<file path="src/rtl/dem_pkg.sv">
// Shared types, constants and helpers for the tree-structured DEM encoder.
package dem_pkg;

  localparam int unsigned DEM_WIDTH = 5;
  localparam int unsigned CLIP_W    = 16;

  typedef logic signed [1:0] sw_t;

  localparam sw_t SW_POS  = 2'sd1;
  localparam sw_t SW_ZERO = 2'sd0;
  localparam sw_t SW_NEG  = -2'sd1;

  // Generous fixed width so any node width up to CLIP_W can share it without overflow of 2*cap.
  function automatic logic [CLIP_W:0] clip_count(input logic [CLIP_W-1:0] x,
                                                 input logic [CLIP_W-1:0] cap);
    logic [CLIP_W:0] cap2;
    logic [CLIP_W:0] xw;
    cap2 = {cap, 1'b0};
    xw   = {1'b0, x};
    return (xw > cap2) ? cap2 : xw;
  endfunction

endpackage

</file>
<file path="src/rtl/dem_split_calc.sv">
// Combinational split of an effective count into two child counts using switching value s.
module dem_split_calc
  import dem_pkg::*;
#(
  parameter int unsigned WIDTH = DEM_WIDTH
) (
  input  logic [WIDTH:0]   x_eff,
  input  sw_t              s,
  output logic [WIDTH-1:0] x1,
  output logic [WIDTH-1:0] x2
);

  logic signed [WIDTH+1:0] xe_s;
  logic signed [WIDTH+1:0] s_ext;
  logic signed [WIDTH+1:0] sum;
  logic signed [WIDTH+1:0] dif;

  // s is only nonzero for odd x_eff, so both sums stay non-negative and even.
  always_comb begin
    xe_s  = signed'({1'b0, x_eff});
    s_ext = (WIDTH+2)'(s);
    sum   = xe_s + s_ext;
    dif   = xe_s - s_ext;
    x1    = WIDTH'(sum >>> 1);
    x2    = WIDTH'(dif >>> 1);
  end

endmodule

</file>
<file path="src/rtl/dem_switching_block.sv">
// One DEM tree node: clips the request, picks s from parity and shaping state, registers the split.
// Optional first-order noise shaping of the sign is enabled by defining SWB_NOISE_SHAPE_EN.
module dem_switching_block
  import dem_pkg::*;
#(
  parameter int unsigned WIDTH = DEM_WIDTH
) (
  input  logic             clk_i,
  input  logic             reset_i,
  input  logic [WIDTH-1:0] x_in_i,
  input  logic             pn_seq_i,
  input  logic [WIDTH-1:0] quantized_value_i,
  output logic [WIDTH-1:0] x_out1_o,
  output logic [WIDTH-1:0] x_out2_o,
  output logic [WIDTH-1:0] s_out_o
);

  logic [WIDTH:0]   x_eff;
  sw_t              s_next;
  logic [WIDTH-1:0] x1;
  logic [WIDTH-1:0] x2;

`ifdef SWB_NOISE_SHAPE_EN
  sw_t acc;
`endif

  always_comb begin
    x_eff = (WIDTH+1)'(clip_count(CLIP_W'(x_in_i), CLIP_W'(quantized_value_i)));
  end

  always_comb begin
    s_next = SW_ZERO;
    if (x_eff[0]) begin
`ifdef SWB_NOISE_SHAPE_EN
      // Drive the accumulated imbalance back toward zero; PN breaks the tie.
      case (acc)
        SW_ZERO: s_next = pn_seq_i ? SW_POS : SW_NEG;
        SW_POS:  s_next = SW_NEG;
        default: s_next = SW_POS;
      endcase
`else
      s_next = pn_seq_i ? SW_POS : SW_NEG;
`endif
    end
  end

  dem_split_calc #(
    .WIDTH(WIDTH)
  ) u_split (
    .x_eff(x_eff),
    .s    (s_next),
    .x1   (x1),
    .x2   (x2)
  );

  always_ff @(posedge clk_i or negedge reset_i) begin
    if (!reset_i) begin
      x_out1_o <= '0;
      x_out2_o <= '0;
      s_out_o  <= '0;
`ifdef SWB_NOISE_SHAPE_EN
      acc      <= SW_ZERO;
`endif
    end else begin
      x_out1_o <= x1;
      x_out2_o <= x2;
      s_out_o  <= WIDTH'(s_next);
`ifdef SWB_NOISE_SHAPE_EN
      acc      <= acc + s_next;
`endif
    end
  end

endmodule

</file>
<file path="config.mk">
export PLATFORM = sky130hd
export DESIGN_NAME = dem_switching_block
export DESIGN_NICKNAME = d
export VERILOG_FILES = /design/src/rtl/dem_pkg.sv /design/src/rtl/dem_split_calc.sv /design/src/rtl/dem_switching_block.sv
export SDC_FILE = /design/constraint.sdc
export NUM_CORES = 1
export LEC_CHECK = 0
export ABC_AREA = 0
export BUFFER_PORTS_ARGS = -buffer_cell sky130_fd_sc_hd__buf_2
export CAP_MARGIN = 20
export CORE_MARGIN = 2
export CORE_UTILIZATION = 49
export CTS_CLUSTER_DIAMETER = 150
export CTS_CLUSTER_SIZE = 20
export DETAILED_ROUTE_END_ITERATION = 6
export PLACE_DENSITY = 0.78
export RECOVER_POWER = 25
export SLEW_MARGIN = 20
export SYNTH_ARGS = -nofsm -noshare
export SYNTH_HDL_FRONTEND = slang
export SYNTH_SLANG_ARGS = --single-unit
</file>
<file path="constraint.sdc">
create_clock -name clk_i -period 0.8 [get_ports clk_i]
set_input_delay 0.08 -clock clk_i [delete_from_list [all_inputs] [get_ports clk_i]]
set_output_delay 0.08 -clock clk_i [all_outputs]
set_load 0.005 [all_outputs]
</file>
==> run metrics <==
wire length of the first global-routing pass about 3200 um; TritonCTS clock tree built; internal power approximately 0.0017 W; power share of the combinational group 0.503; number of pins exceeding their max-slew limit in the final report 0; headroom to the max-slew limit 0.813; worst setup slack after placement -1.66 ns; synthesized instance count 81; Routed Antenna Nets 0; H-tree lvl count 1; routed via count 778; P_leak about 0.7 nW; Core Rows 14; GR Util All Layers 0.214; core occupancy in the finished layout 0.941; fraction of registers with async set/reset 1.00; Post-Syn Area 841 sq um; transition time of the tightest slew-check pin about 0.28 ns; startpoint types input port; final setup TNS -12.79 ns; number of failing setup endpoints in the final timing report 27; global routing's busiest layer met2; beginning of the critical path quantized_value_i[3]; Post-route DRC 0; Die Width about 45 um; layout overhead on the synthesized area 74.4%; ratio of total power to cell area around 1700 nW/um^2; unrepaired setup endpoints after global routing true; first-pass iteration count of the detailed router 3; hpwl dp about 1500 um; clock edge transition at the registers on the reported setup and hold paths 0.07 ns; DIE AREA roughly 2100 sq um; Main synth FF type sky130_fd_sc_hd__dfrtp_1; proportion of power drawn by the clock network 0.187; commonest non-fill, non-tap cells in the layout 22 x sky130_fd_sc_hd__buf_2, 15 x sky130_fd_sc_hd__buf_4, 12 x sky130_fd_sc_hd__dfrtp_1, 10 x sky130_fd_sc_hd__buf_6, 7 x sky130_fd_sc_hd__ha_4; Initial Util 0.539; maximum number of pins on one net before global-route repair 13; layout cells sized above 1 0.702; fin crit period approximately 2.1 ns; met3 GRT Util 0.0198; most prevalent standard cell on the critical path sky130_fd_sc_hd__ha_4; cells traversed along the worst timing path buf_12 > inv_12 > ha_4 > nand3b_1 > o22a_2 > nor2_4 > mux2_4 > ha_4 > inv_1 > a21oi_1 > o31ai_2 > a21oi_2 > xnor2_1; worst hold-check path type input port to async pin; worst path setup slack after routing -1.35 ns; switching power total slightly above 0.0008 W; Crit path max-delay family compound AO/OA/AOI/OAI gates; average cell area after synthesis between 10 and 15 sq um; net count of the mapped netlist around 110; number of max-cap violations 0; capture point of the worst path x_out1_o[4]; Final #Nets 159; worst setup path class input port to flip-flop; highest ir drop seen on vdd around 0.95 mV; CTS buffer count 3; core outline area ~1600 sq um; final cycle utilization of the critical path 2.69; total congestion overflow 0; Root Buffer sky130_fd_sc_hd__clkbuf_4; Chip Height between 40 and 50 um; count of clock tree sinks 12; Post-synth EDFFs 0; Critical Path RT 1.00 ns; via count of the first global-routing pass around 760; top-level port count 28; total wire length roughly 2500 um; most frequent standard cell in the layout excluding fill and tap cells sky130_fd_sc_hd__buf_2; Buffers & Inverters on Critical Path 3; initial antenna violation count 0; via density per instance 5.29; sequential share of power 0.310; yosys warns 0; Synth cell types 25; status finished with violations; sort of element at the end of the critical path flip-flop; part of the Yosys area used for sequential elements 0.357; data arrival time of the critical path approximately 2.4 ns; switching share of power 0.320; number of DRC violations after detailed-routing iteration 0 7; biggest fanout along the worst timing path 5; number of input and output port buffers inserted 27; GPL Wtd Cong 0.736; routed wirelength normalized by instance count between 15 and 20 um; maximum number of buffers from clock root to sink 2; max incr delay on CP ~0.35 ns; Synth Register Bits 12; worst-path cell with the longest stage delay sky130_fd_sc_hd__mux2_4; global-route track usage on met2 0.434; instance count after placement with tap cells included 138; violations in the final reports negative setup slack; Achievable Freq 465 MHz; logic depth of the worst setup path including buffers 13; antenna cells 0; Fin. Hold Viols 0; routing usage on met1 0.213; Layout Cells excl Fill approximately 150
sequential cells by signal (all words and copies together) (netlist names):
name      cells
s_out_o       2
x_out2_o      5
x_out1_o      5
cells in the mapped netlist, types with 2 or more instances:
cell type,number,area [sq um]
sky130_fd_sc_hd__ha_1,13,163
sky130_fd_sc_hd__dfrtp_1,12,300
sky130_fd_sc_hd__inv_1,9,33.8
sky130_fd_sc_hd__a21oi_1,8,40.0
sky130_fd_sc_hd__xnor2_1,8,70.1
sky130_fd_sc_hd__nor2_1,7,26.3
sky130_fd_sc_hd__buf_4,3,22.5
sky130_fd_sc_hd__mux2_1,3,33.8
sky130_fd_sc_hd__nand2_1,2,7.51
area by class of cell:
type                       instances  area [sq um]
multi-input combinational         55           667
timing repair buffer              51           385
sequential                        12           300
fill                              48          92.6
inverter                           9          57.6
clock buffer                       4          36.3
tap                               16          20.0
repair_timing:
| item | in CTS | in global routing |
|---|---|---|
| buffers inserted | 2 | 3 |
| hold buffers | 1 | 0 |
| pin swaps | 16 | 11 |
| setup endpoints to repair | 27 | 27 |
| hold endpoints to repair | 12 | 0 |
| gates resized for setup | 18 | 22 |
how the worst min path moves through the flow:
stage / endpoint / slack [ns]
4_1_cts: s_out_o[1] / 0.21
3_3_place_gp: s_out_o[1] / -0.04
5_1_grt: x_out1_o[4] / 0.25
3_5_place_dp: s_out_o[1] / -0.04
6_report: x_out1_o[4] / 0.22
2_1_floorplan: s_out_o[0] / -0.22
per-layer routing:
layer	up-vias	part of all wire	wire length, um
li1	366	-	-
met1	372	0.35	874
met4	0	0.031	76
met2	31	0.59	1450
met3	9	0.032	79
met5	-	0	0
power by group through the flow:
stage / combinational [W] / sequential (W) / clock, W
finish: 0.00127 / 0.000782 / 0.000472
global route: 0.00135 / 0.000801 / 0.000497
CTS: 0.00104 / 0.000777 / 0.000468
detailed placement: 0.000961 / 0.000789 / 0
global placement: 0.000925 / 0.000787 / 0
floorplan: 0.000520 / 0.000821 / 0
cells by family after synthesis:
kind of cell,Yosys count,share of synthesized area
simple gates,15,0.0968
buf+inv,14,0.0848
fa+ha+maj,14,0.217
compound gates,13,0.0952
flops,12,0.357
xor+xnor,8,0.0833
mux,5,0.0655
per-stage QoR:
step | hold WS, ns | power (W) | area (sq um)
6_report | 0.222 | 0.00252 | 1470
5_1_grt | 0.249 | 0.00265 | 1470
4_1_cts | 0.208 | 0.00229 | 1350
3_5_place_dp | -0.0389 | 0.00175 | 1230
3_3_place_gp | -0.0435 | 0.00171 | 1230
2_1_floorplan | -0.216 | 0.00134 | 975
Note: power is estimated with default switching activity, not from simulation.
